<file path="src/rtl/mem_wb_stage_pkg.sv">
// Shared LC-3b types for the memory/writeback slice.
//   word_t     : 16-bit datapath word
//   mem_op_t   : memory operation carried with each instruction
//   WB_ALU..WB_AUX : writeback mux8 select codes (inputs a..e)
//   is_load / is_store : operation class helpers
package lc3b_types;

    typedef logic [15:0] word_t;

    typedef enum logic [2:0] {
        MEM_NONE = 3'd0,
        MEM_LDW  = 3'd1,
        MEM_LDB  = 3'd2,
        MEM_STW  = 3'd3,
        MEM_STB  = 3'd4
    } mem_op_t;

    localparam logic [2:0] WB_ALU = 3'd0;
    localparam logic [2:0] WB_MDR = 3'd1;
    localparam logic [2:0] WB_PC  = 3'd2;
    localparam logic [2:0] WB_IMM = 3'd3;
    localparam logic [2:0] WB_AUX = 3'd4;

    function automatic logic is_load(input mem_op_t op);
        return (op == MEM_LDW) || (op == MEM_LDB);
    endfunction

    function automatic logic is_store(input mem_op_t op);
        return (op == MEM_STW) || (op == MEM_STB);
    endfunction

endpackage

</file>
<file path="src/rtl/mem_wb_stage_if.sv">
// Data-memory request/response bus.
//   dmem_read/dmem_write : request strobes, held until dmem_resp
//   dmem_address         : word-aligned address
//   dmem_wdata           : store data
//   dmem_byte_enable     : lane mask
//   dmem_rdata           : read data, valid with dmem_resp
//   dmem_resp            : access complete
// master = pipeline stage, slave = memory.
interface mem_wb_stage_if #(parameter int WIDTH = 16);
    logic             dmem_read;
    logic             dmem_write;
    logic [WIDTH-1:0] dmem_address;
    logic [WIDTH-1:0] dmem_wdata;
    logic [1:0]       dmem_byte_enable;
    logic [WIDTH-1:0] dmem_rdata;
    logic             dmem_resp;

    modport master (
        output dmem_read, dmem_write, dmem_address, dmem_wdata, dmem_byte_enable,
        input  dmem_rdata, dmem_resp
    );

    modport slave (
        input  dmem_read, dmem_write, dmem_address, dmem_wdata, dmem_byte_enable,
        output dmem_rdata, dmem_resp
    );
endinterface

</file>
<file path="src/rtl/mem_wb_stage_align.sv">
// byte_lane_align: combinational byte-lane handling for the memory stage.
//   op, lane_hi : operation and address bit 0 selecting the byte lane
//   store_data  : store source; STB replicates [7:0] onto both lanes
//   rdata       : memory read data; LDB zero-extends the selected lane
//   wdata, byte_enable, load_data : aligned results
module byte_lane_align
    import lc3b_types::*;
#(
    parameter int WIDTH = 16
) (
    input  mem_op_t          op,
    input  logic             lane_hi,
    input  logic [WIDTH-1:0] store_data,
    input  logic [WIDTH-1:0] rdata,
    output logic [WIDTH-1:0] wdata,
    output logic [1:0]       byte_enable,
    output logic [WIDTH-1:0] load_data
);

    always_comb begin
        wdata       = store_data;
        byte_enable = 2'b11;
        load_data   = rdata;
        if (op == MEM_LDB || op == MEM_STB) begin
            byte_enable = lane_hi ? 2'b10 : 2'b01;
        end
        if (op == MEM_STB) begin
            wdata = {(WIDTH/8){store_data[7:0]}};
        end
        if (op == MEM_LDB) begin
            load_data = {{(WIDTH-8){1'b0}}, (lane_hi ? rdata[15:8] : rdata[7:0])};
        end
    end

endmodule

</file>
<file path="src/rtl/mem_wb_stage.sv">
// mem_wb_stage: LC-3b memory-access stage plus MEM/WB pipeline register.
//   clk, rst        : clock, synchronous active-high reset
//   ex_*            : instruction offered by the execute stage
//   stall_upstream  : high while a data access is outstanding
//   dmem            : data-memory bus (master side)
//   wb_*            : registered writeback controls and mux8 inputs a..e
//
//   state     | meaning
//   ST_IDLE   | no access pending; accepts ex_* offers
//   ST_ACCESS | memory request held on dmem until dmem_resp
module mem_wb_stage
    import lc3b_types::*;
#(
    parameter int WIDTH   = 16,
    parameter int REG_IDX = 3
) (
    input  logic               clk,
    input  logic               rst,
    input  logic               ex_valid,
    input  logic               ex_flush,
    input  mem_op_t            ex_op,
    input  logic [WIDTH-1:0]   ex_addr,
    input  logic [WIDTH-1:0]   ex_store_data,
    input  logic [WIDTH-1:0]   ex_alu,
    input  logic [WIDTH-1:0]   ex_pc_next,
    input  logic [WIDTH-1:0]   ex_imm,
    input  logic [WIDTH-1:0]   ex_aux,
    input  logic [2:0]         ex_wb_sel,
    input  logic               ex_regwrite,
    input  logic [REG_IDX-1:0] ex_dest,
    output logic               stall_upstream,
    mem_wb_stage_if.master     dmem,
    output logic               wb_valid,
    output logic               wb_regwrite,
    output logic [REG_IDX-1:0] wb_dest,
    output logic [2:0]         wb_sel,
    output logic [WIDTH-1:0]   wb_alu,
    output logic [WIDTH-1:0]   wb_mdr,
    output logic [WIDTH-1:0]   wb_pc,
    output logic [WIDTH-1:0]   wb_imm,
    output logic [WIDTH-1:0]   wb_aux
);

    typedef enum logic {ST_IDLE, ST_ACCESS} state_t;

    state_t           state;
    mem_op_t          pend_op;
    logic             pend_lane;
    logic             accept;
    mem_op_t          al_op;
    logic             al_lane;
    logic [WIDTH-1:0] al_wdata;
    logic [WIDTH-1:0] al_load;
    logic [1:0]       al_be;

    assign stall_upstream = (state == ST_ACCESS);
    assign accept         = ex_valid & ~stall_upstream & ~ex_flush;

    // One aligner serves both phases: the offered op when building the
    // request, the pending op when extracting the response.
    assign al_op   = (state == ST_ACCESS) ? pend_op   : ex_op;
    assign al_lane = (state == ST_ACCESS) ? pend_lane : ex_addr[0];

    byte_lane_align #(.WIDTH(WIDTH)) u_align (
        .op          (al_op),
        .lane_hi     (al_lane),
        .store_data  (ex_store_data),
        .rdata       (dmem.dmem_rdata),
        .wdata       (al_wdata),
        .byte_enable (al_be),
        .load_data   (al_load)
    );

    always_ff @(posedge clk) begin
        if (rst) begin
            state                 <= ST_IDLE;
            pend_op               <= MEM_NONE;
            pend_lane             <= 1'b0;
            dmem.dmem_read        <= 1'b0;
            dmem.dmem_write       <= 1'b0;
            dmem.dmem_address     <= '0;
            dmem.dmem_wdata       <= '0;
            dmem.dmem_byte_enable <= 2'b00;
            wb_valid              <= 1'b0;
            wb_regwrite           <= 1'b0;
            wb_dest               <= '0;
            wb_sel                <= 3'd0;
            wb_alu                <= '0;
            wb_mdr                <= '0;
            wb_pc                 <= '0;
            wb_imm                <= '0;
            wb_aux                <= '0;
        end else begin
            wb_valid <= 1'b0;
            case (state)
                ST_IDLE: begin
                    if (accept) begin
                        wb_alu      <= ex_alu;
                        wb_pc       <= ex_pc_next;
                        wb_imm      <= ex_imm;
                        wb_aux      <= ex_aux;
                        wb_mdr      <= '0;
                        wb_sel      <= ex_wb_sel;
                        wb_dest     <= ex_dest;
                        wb_regwrite <= ex_regwrite & ~is_store(ex_op);
                        if (ex_op == MEM_NONE) begin
                            wb_valid <= 1'b1;
                        end else begin
                            state                 <= ST_ACCESS;
                            pend_op               <= ex_op;
                            pend_lane             <= ex_addr[0];
                            dmem.dmem_read        <= is_load(ex_op);
                            dmem.dmem_write       <= is_store(ex_op);
                            dmem.dmem_address     <= {ex_addr[WIDTH-1:1], 1'b0};
                            dmem.dmem_wdata       <= al_wdata;
                            dmem.dmem_byte_enable <= al_be;
                        end
                    end
                end
                ST_ACCESS: begin
                    if (dmem.dmem_resp) begin
                        state           <= ST_IDLE;
                        dmem.dmem_read  <= 1'b0;
                        dmem.dmem_write <= 1'b0;
                        wb_valid        <= 1'b1;
                        if (is_load(pend_op)) begin
                            wb_mdr <= al_load;
                        end
                    end
                end
                default: state <= ST_IDLE;
            endcase
        end
    end

endmodule

</file>
<file path="src/flat_wrapper.sv">
// flat-port wrapper written by rule: the top's interface ports become plain ports
module mem_wb_stage_flat import lc3b_types::*;
#(
    parameter int WIDTH   = 16,
    parameter int REG_IDX = 3
)
  (clk, rst, ex_valid, ex_flush, ex_op, ex_addr, ex_store_data, ex_alu, ex_pc_next, ex_imm, ex_aux, ex_wb_sel, ex_regwrite, ex_dest, stall_upstream, wb_valid, wb_regwrite, wb_dest, wb_sel, wb_alu, wb_mdr, wb_pc, wb_imm, wb_aux, dmem_dmem_read, dmem_dmem_write, dmem_dmem_address, dmem_dmem_wdata, dmem_dmem_byte_enable, dmem_dmem_rdata, dmem_dmem_resp);
  mem_wb_stage_if #(.WIDTH(WIDTH)) dmem_i ();
  input  logic clk;
  input  logic rst;
  input  logic ex_valid;
  input  logic ex_flush;
  input  mem_op_t ex_op;
  input  logic [WIDTH-1:0] ex_addr;
  input  logic [WIDTH-1:0] ex_store_data;
  input  logic [WIDTH-1:0] ex_alu;
  input  logic [WIDTH-1:0] ex_pc_next;
  input  logic [WIDTH-1:0] ex_imm;
  input  logic [WIDTH-1:0] ex_aux;
  input  logic [2:0] ex_wb_sel;
  input  logic ex_regwrite;
  input  logic [REG_IDX-1:0] ex_dest;
  output logic stall_upstream;
  output logic wb_valid;
  output logic wb_regwrite;
  output logic [REG_IDX-1:0] wb_dest;
  output logic [2:0] wb_sel;
  output logic [WIDTH-1:0] wb_alu;
  output logic [WIDTH-1:0] wb_mdr;
  output logic [WIDTH-1:0] wb_pc;
  output logic [WIDTH-1:0] wb_imm;
  output logic [WIDTH-1:0] wb_aux;
  output wire logic [$bits(dmem_i.dmem_read)-1:0] dmem_dmem_read;
  output wire logic [$bits(dmem_i.dmem_write)-1:0] dmem_dmem_write;
  output wire logic [$bits(dmem_i.dmem_address)-1:0] dmem_dmem_address;
  output wire logic [$bits(dmem_i.dmem_wdata)-1:0] dmem_dmem_wdata;
  output wire logic [$bits(dmem_i.dmem_byte_enable)-1:0] dmem_dmem_byte_enable;
  input wire logic [$bits(dmem_i.dmem_rdata)-1:0] dmem_dmem_rdata;
  input wire logic [$bits(dmem_i.dmem_resp)-1:0] dmem_dmem_resp;
  assign dmem_dmem_read = dmem_i.dmem_read;
  assign dmem_dmem_write = dmem_i.dmem_write;
  assign dmem_dmem_address = dmem_i.dmem_address;
  assign dmem_dmem_wdata = dmem_i.dmem_wdata;
  assign dmem_dmem_byte_enable = dmem_i.dmem_byte_enable;
  assign dmem_i.dmem_rdata = dmem_dmem_rdata;
  assign dmem_i.dmem_resp = dmem_dmem_resp;
  mem_wb_stage #(.WIDTH(WIDTH), .REG_IDX(REG_IDX)) u_core (.clk(clk), .rst(rst), .ex_valid(ex_valid), .ex_flush(ex_flush), .ex_op(ex_op), .ex_addr(ex_addr), .ex_store_data(ex_store_data), .ex_alu(ex_alu), .ex_pc_next(ex_pc_next), .ex_imm(ex_imm), .ex_aux(ex_aux), .ex_wb_sel(ex_wb_sel), .ex_regwrite(ex_regwrite), .ex_dest(ex_dest), .stall_upstream(stall_upstream), .dmem(dmem_i), .wb_valid(wb_valid), .wb_regwrite(wb_regwrite), .wb_dest(wb_dest), .wb_sel(wb_sel), .wb_alu(wb_alu), .wb_mdr(wb_mdr), .wb_pc(wb_pc), .wb_imm(wb_imm), .wb_aux(wb_aux));
endmodule
</file>
<file path="config.mk">
export PLATFORM = sky130hd
export DESIGN_NAME = mem_wb_stage_flat
export DESIGN_NICKNAME = d
export VERILOG_FILES = /design/src/rtl/mem_wb_stage_pkg.sv /design/src/rtl/mem_wb_stage_if.sv /design/src/rtl/mem_wb_stage_align.sv /design/src/rtl/mem_wb_stage.sv /design/src/flat_wrapper.sv
export SDC_FILE = /design/constraint.sdc
export NUM_CORES = 1
export LEC_CHECK = 0
export ABC_AREA = 1
export CORE_MARGIN = 2
export CORE_UTILIZATION = 44
export DETAILED_ROUTE_END_ITERATION = 10
export PLACE_DENSITY = 0.86
export SLEW_MARGIN = 20
export SYNTH_ARGS = -nofsm -noshare
export SYNTH_HDL_FRONTEND = slang
export SYNTH_SLANG_ARGS = --single-unit
</file>
<file path="constraint.sdc">
create_clock -name clk -period 2.4 [get_ports clk]
set_clock_uncertainty 0.1 [all_clocks]
set_input_delay 0.48 -clock clk [delete_from_list [all_inputs] [get_ports clk]]
set_output_delay 0.48 -clock clk [all_outputs]
set_load 0.005 [all_outputs]
</file>
# --- Word level (Yosys, flattened, before mapping) ---
# Index checks and enable logic that the tools add are counted.
# Widths: inputs -> output; s select.
totals:
  regBits: 128
  input_bits: 127
classes:
  n_bitwise: 7
  muxes: 26
  eq_ne: 12
  n_reduce_logical: 9
ops:
  columns: ["cell", "count"]
  rows:
  - ["$mux 16", 5]
  - ["$pmux 16 s2", 1]
  - ["$eq 3x2->1 const B", 4]
  - ["$mux 1", 12]
  - ["$reduce_and 3->1", 3]
  - ["$mux 8", 1]
  - ["$pmux 1 s2", 4]
  - ["$eq 3x1->1 const B", 2]
  - ["$eq 3x3->1 const B", 2]
  - ["$ne 2x2->1 const B", 3]
  - ["$logic_or 1x1->1", 4]
  - ["$mux 2", 2]
  - ["$not 1->1", 4]
  - ["$and 1x1->1", 3]
  - ["$logic_not 3->1", 1]
  - ["$mux 3", 1]
  - ["$ne 2x1->1 const B", 1]
  - ["$reduce_and 2->1", 1]

# --- Longest topological paths before layout ---
# Gate-level depths: netlist (run 1).
depth:
  ltp_word: 6
  mapped_depth: 10
  ltp_nobuf: 9

# --- Modules after synthesis ---
# From an unflattened synthesis (run 1), not the netlist that was laid out.
unflattened:
  cells_unflattened: 702
  hier_area_um2: 5132.4
by_module_without_submodules:
  columns: ["module", "area_each_um2", "instances", "cells_per_inst", "seq_area_each_um2"]
  rows:
  - ["mem_wb_stage", 4639.4, 1, 593, 2562.5]
  - ["byte_lane_align", 493.0, 1, 109, 0.0]

# --- Worst setup path before layout (run 1) ---
# Ideal clock, no wire load.
synth_timing:
  path_kind: "input -> register"
  startpoint: "input port ex_flush"
  endpoint: "register u_core.wb_aux[13]"
  setup_slack_ns: 0.888
  required_ns: 2.184
  stages: 6
  arrival_ns: 1.297
  n_path_buf: 2
  cell_sequence: "nor3_4 > inv_2 > buf_2 > buf_1 > nor2_1 > nor2_1"
synth_via:
  elab_chain_cells: 3
synth_rtl:
  columns: ["item", "line", "text"]
  rows:
  - ["start, declared", "flat_wrapper.sv:12", "input logic ex_flush;"]
  - ["$not 1->1", "mem_wb_stage.sv:57", "assign accept = ex_valid & ~stall_upstream & ~ex_flush;"]
  - ["$and 1x1->1", "mem_wb_stage.sv:57", null]
  - ["$reduce_and 2->1 (no source line)", null, null]
  - ["end signal, assigned", "mem_wb_stage.sv:101", "wb_aux <= ex_aux;"]
  - ["end, declared", "mem_wb_stage.sv:41", "output logic [WIDTH-1:0] wb_aux"]
# No other way between the ends.
# A chain may end at the register's enable or synchronous reset.

# --- Worst setup path in the final report (run 1) ---
layout_timing:
  startpoint: "input port ex_flush"
  endpoint: "register u_core.dmem.dmem_wdata[12]"
layout_via:
  elab_chain_cells: 3
layout_rtl:
  columns: ["item", "line", "text"]
  rows:
  - ["$not 1->1", "mem_wb_stage.sv:57", null]
  - ["$and 1x1->1", "mem_wb_stage.sv:57", null]
  - ["$reduce_and 3->1 (no source line)", null, null]
  - ["end signal, assigned", "mem_wb_stage.sv:115", "dmem.dmem_wdata <= al_wdata;"]
  - ["end, declared", "mem_wb_stage_if.sv:19", "output dmem_read, dmem_write, dmem_address, dmem_wdata, dmem_byte_enable,"]
# No other way between the ends.

==> results of run 1 <==
-- registers in the layout, summed over array words and instances, names as in the netlist --
| name | cells |
|---|---|
| u_core.dmem.dmem_wdata | 16 |
| u_core.wb_alu | 16 |
| u_core.wb_imm | 16 |
| u_core.dmem.dmem_write | 1 |
| u_core.wb_mdr | 16 |
| u_core.pend_op | 3 |
| u_core.stall_upstream | 1 |
| u_core.dmem.dmem_read | 1 |
| u_core.pend_lane | 1 |
| u_core.wb_regwrite | 1 |
| u_core.wb_dest | 3 |
| u_core.wb_pc | 16 |
| u_core.wb_aux | 16 |
| u_core.dmem.dmem_byte_enable | 2 |
| u_core.wb_valid | 1 |
| u_core.wb_sel | 3 |
| u_core.dmem.dmem_address | 15 |
-- where the power goes --
group | leakage (nW) | switching (W) | total (W) | internal [W]
logic | 2.08 | 0.000388 | 0.000901 | 0.000513
clock network | 0.256 | 0.000886 | 0.00230 | 0.00142
registers | 1.05 | 0.0000693 | 0.00233 | 0.00226
-- area by class of cell --
cell class                 count  area [um^2]  area share (%)
clock inverter                 5        30.03          0.3645
clock buffer                  26        499.2           6.060
tap                          143        178.9           2.172
multi-input combinational    471         2200           26.70
timing repair buffer         263         2625           31.87
sequential                   128         2562           31.11
inverter                      36        142.6           1.731
-- synth_stat cells --
library cell and number:
a21oi_1 18, a21oi_2 8, buf_1 1, buf_12 1, buf_2 8, buf_4 3
buf_6 2, clkbuf_1 27, conb_1 1, dfxtp_1 128, inv_1 31, inv_2 3
inv_4 1, inv_6 1, nand2_1 70, nand2_2 5, nand2_4 3, nand3_1 34
nand3_2 8, nand3_4 2, nand3b_4 1, nand4_1 8, nor2_1 209, nor2_2 2
nor2_8 1, nor3_4 1, o21ai_0 91, o21ai_1 6, o21ai_2 2, o21ai_4 1
-- metal layers --
| layer | GRT usage (%) | routed length [um] | up-vias |
|---|---|---|---|
| met5 | 0 | 0 | - |
| met1 | 28.97 | 6307 | 2388 |
| met2 | 42.42 | 7567 | 243 |
| met4 | 12.02 | 477 | 0 |
| li1 | - | - | 2647 |
| met3 | 8.928 | 1476 | 34 |
-- cell families after synthesis --
| kind of cell | share of synthesized area [%] |
|---|---|
| AND/OR/NAND/NOR | 29.65 |
| flip-flops | 50.10 |
| other | 0.07332 |
| buffers and inverters | 6.898 |
| AO/OA/AOI/OAI | 13.28 |
-- metrics by stage --
step | hold slack [ns] | utilization (%) | power, W
2_1_floorplan | 0.3618 | - | 0.002708
6_report | 0.3705 | 72.46 | 0.005535
3_3_place_gp | 0.3623 | 67.80 | 0.003250
3_5_place_dp | 0.3642 | 67.80 | 0.003266
4_1_cts | 0.3724 | 72.46 | 0.005571
5_1_grt | 0.3971 | 72.46 | 0.005766
-- path summary, 6_finish.rpt --
check                                                      start                                 endpoint  slack, ns  cells past startpoint
worst max-delay path                                    ex_flush  u_core.dmem.dmem_wdata[12]$_SDFFE_PP0P_       0.45                      7
worst min-delay path             u_core.wb_regwrite$_SDFFE_PP0P_          u_core.wb_regwrite$_SDFFE_PP0P_       0.37                      2
worst max register to register  u_core.stall_upstream$_SDFF_PP0_  u_core.dmem.dmem_wdata[12]$_SDFFE_PP0P_       0.60                      6
worst min register to register   u_core.wb_regwrite$_SDFFE_PP0P_          u_core.wb_regwrite$_SDFFE_PP0P_       0.37                      2
-- critical path: cells and delay by family --
family	cells	cell delay [ns]
simple gates	3	0.55
buf+inv	3	1.02
compound gates	1	0.10
==> metrics, run 1 <==
setup TNS 0 ns; gr usage total between 20% and 30%; status finished clean; Area Growth Syn to Fin 61.06%; CTS clk-pin slew, worst paths ~0.05 ns; Seq/Total Area, Yosys 50.10%; DP HPWL 10840 um; Fin. Hold Viols 0; Mean Syn Cell Area roughly 7.6 um^2; Slew @ Worst Pin 0.7105 ns; clk buf depth 2; Post-Syn Area 5115 um^2; Max Cap Viol 0; CTS tree yes; CTS Hold Bufs 0; vias in the first global route 5179; vias post-DR ~5300; boundary pin count 252; # port buffers 250; drt pass-1 iters 5; hold crit path type flop to flop; # resized after CTS 0; type of origin of the critical path input port; CTS Buf Count 17; most frequent cells in the layout clkdlybuf4s50_1, nor2_1, dfxtp_1; Post-Syn Instances 677; final WL 15830 um; Max FO, Critical Path 45; Synth area leader dfxtp_1; most common cell after layout, fill and taps aside clkdlybuf4s50_1; DP Area ~7700 um^2; height of the die 111.8 um; drt first-iter violations 317; share of cells above drive strength 1 8.504%; post-synthesis register bit count 128; dominant cells by area after synthesis dfxtp_1, nor2_1, o21ai_0; DRC errors left 0; placed cell count 1041; GR Overflow Total 0; initial antenna violation count 0; core area 11370 um^2; FMAX roughly 0.51 GHz; final instance area a little over 8000 um^2; worst relative slew slack a little over half; largest net degree at the start of global routing 97; Fillers 870; Die W approximately 110 um; critical path capture point type flop; synthesized net count 804; average wire per standard cell 14.76 um; synth unique cells 30; clock root cell clkbuf_16; PnR worst setup slack 0.4481 ns; pwr dens 671.9 nW/um^2; fin nets 1044; fin crit period 1.952 ns; n_diodes 0; Leak Pwr 3.387 nW; CTS H-tree lvls 4; final setup vio count 0; WP data arrival 2.16 ns; die area between 10000 and 15000 um^2; YS warnings 0; Initial Utilization 44.99%; Final period util between 80% and 90%; Worst Path Required 2.60 ns; clock latency on the worst-skew pair 0.41 ns; Yosys top cell area share between 50% and 60%; Worst VDD drop 0.5316 mV; Max Slew Vio Count 0; Critical Path, Cell by Cell clkdlybuf4s50_1, nor3_4, o21ai_2, inv_2, nand3_1, nand2_1, inv_1; Cell Count, Final, Fillers Out 1072; first-pass GRT wire length 25330 um; Final Wtd Congestion 0.8590; clk sink count 128; DRT antenna net count 0; post-placement worst setup slack 0.03195 ns; crit-path max cell delay 0.53 ns; postcts setup bufs 0; RSZ-0062 raised after global routing no; Slowest-stage cell, CP inv_2; row count 39; critical path class input port to flop; Via density roughly 5
Note: power is estimated with default switching activity, not from simulation.
==> run 2: changes to the inputs <==
CORE_UTILIZATION = 40   (was 44)
PLACE_DENSITY = 0.8   (was 0.86)
clock period = 1.95 ns   (was 2.4 ns; I/O delays follow)
==> metrics, run 2 (synthesis gave the netlist of run 1 again) <==
clk buf depth 2 (unchanged); Final period util 94.05%; fin nets 1053 (+0.86%); hold crit path type flop to flop; average wire per standard cell 14.04 um (-4.9%); pwr dens 848.6 nW/um^2 (+26%); most common cell after layout, fill and taps aside clkdlybuf4s50_1; DRC errors left 0 (unchanged); drt pass-1 iters 4 (-1); CTS Buf Count 17 (unchanged); CTS H-tree lvls 4 (unchanged); CP top delay family buffers and inverters; most frequent cells in the layout clkdlybuf4s50_1, nor2_1, dfxtp_1; Max FO, Critical Path 3 (-93%); clock power share 44.4% (+2.8 points); status finished clean; type of origin of the critical path flop; crit-path max cell delay 0.53 ns (about the same); final setup vio count 0 (unchanged); initial antenna violation count 0 (unchanged); # port buffers 250 (unchanged); CTS Hold Bufs 0 (unchanged); drt first-iter violations 291 (-8.2%); RSZ-0062 raised after global routing no; gr usage total 22.48% (-2.9 points); final WL 15600 um (-1.4%); n_diodes 0 (unchanged); Max Cap Viol 0 (unchanged); row count 41 (+5.1%); Initial Utilization 40.70% (-4.3 points); # resized after CTS 0 (unchanged); vias post-DR 5265 (-0.88%); largest net degree at the start of global routing 66 (-32%); Fillers 1026 (+18%); clk sink count 128 (unchanged); Seq pwr share 39.8% (-2.3 points); Fin. Hold Viols 0 (unchanged); Final Wtd Congestion 0.8173 (-4.9%); first-pass GRT wire length 23890 um (-5.7%); height of the die 117.1 um (+4.7%); postcts setup bufs 0 (unchanged); FMAX 0.5453 GHz; clock root cell clkbuf_16; switch share 24.42% (+0.15 points); Final Util 67.50% (-5.0 points); Max Slew Vio Count 0 (unchanged); WP buf/inv 1 (-2); Die W 117.1 um (+4.7%); fin crit period 1.834 ns; share of cells above drive strength 1 10.01% (+1.5 points); Worst Path Required 1.46 ns (-1.14 ns); critical path capture point type output pin; final instance area 8483 um^2 (+3.0%); WP data arrival 1.34 ns (-0.82 ns); core area 12570 um^2 (+11%); clock latency on the worst-skew pair 0.41 ns (about the same); setup TNS 0 ns (unchanged); vias in the first global route 4932 (-4.8%); CTS clk-pin slew, worst paths 0.06 ns (about the same); Leak Pwr 3.493 nW (+3.1%); boundary pin count 252 (unchanged); part of the power in combinational logic 15.9% (-0.4 points); GR Overflow Total 0 (unchanged); Critical Path, Cell by Cell clkdlybuf4s50_1; sw power 0.001758 W (+31%); DP Area 7888 um^2 (+2.3%); Via density 4.739 (-4.4%); Slowest-stage cell, CP clkdlybuf4s50_1; Area Growth Syn to Fin 65.85%; DRT antenna net count 0 (unchanged); CTS tree yes; Worst VDD drop 0.7315 mV (+38%); internal power 0.005440 W (+30%); DP HPWL 10890 um (+0.47%); die area 13710 um^2 (+9.6%); critical path class flop to output pin
==> run 2: per-layer routing <==
| layer | global-route usage (%) | wire [um] | vias to the layer above | part of all wire [%] |
|---|---|---|---|---|
| met3 | 8.651 | 1469 | 25 | 9.4 |
| met4 | 8.627 | 344 | 0 | 2.2 |
| met5 | 0 | 0 | - | 0 |
| met2 | 37.73 | 7517 | 200 | 48 |
| li1 | - | - | 2662 | - |
| met1 | 26.02 | 6267 | 2378 | 40 |
==> run 2: per-stage QoR <==
step           hold slack [ns]  total power, W  setup slack [ns]  instances
6_report                0.3741        0.007199            0.1160       1111
5_1_grt                 0.3980        0.007492           0.04602       1111
4_1_cts                 0.3774        0.007260           0.09312       1111
3_5_place_dp            0.3664        0.004055          -0.03282       1079
3_3_place_gp            0.3589        0.004041          0.003979       1079
2_1_floorplan           0.3618        0.003333            0.4763        677
==> run 2: power groups by stage <==
stage	Clock (W)	Sequential, W	Combinational (W)
floorplan	0	0.00293	0.000406
global placement	0	0.00291	0.00113
detailed placement	0	0.00292	0.00114
CTS	0.00324	0.00286	0.00115
global route	0.00336	0.00288	0.00125
finish	0.00319	0.00286	0.00114
==> run 2: worst reg2reg max path, stage by stage (launching register included) <==
cell and delay [ns]:
dfxtp_1 0.40, buf_4 0.23, inv_6 0.08, nor2_2 0.14, nand3b_4 0.20, buf_4 0.19
nand3_1 0.09, a21oi_1 0.16
==> run 2: path summary, 6_finish.rpt <==
path	slack, ns	depth (start not counted)	start	endpoint
hold reg to reg	0.37	2	u_core.wb_regwrite$_SDFFE_PP0P_	u_core.wb_regwrite$_SDFFE_PP0P_
setup reg to reg	0.28	7	u_core.stall_upstream$_SDFF_PP0_	u_core.wb_mdr[5]$_SDFFE_PP0P_
hold / removal	0.37	2	u_core.wb_regwrite$_SDFFE_PP0P_	u_core.wb_regwrite$_SDFFE_PP0P_
setup / recovery	0.12	1	u_core.stall_upstream$_SDFF_PP0_	stall_upstream
==> run 2: final cells by class <==
| cell class | count | area, um^2 | share of cell area (%) |
|---|---|---|---|
| well taps | 172 | 215.2 | 2.537 |
| clock inverters | 15 | 170.2 | 2.006 |
| repair buffers | 272 | 2768 | 32.63 |
| multi-input cells | 471 | 2200 | 25.93 |
| flip-flops and latches | 128 | 2562 | 30.21 |
| clock buffers | 17 | 425.4 | 5.015 |
| inverters | 36 | 142.6 | 1.681 |
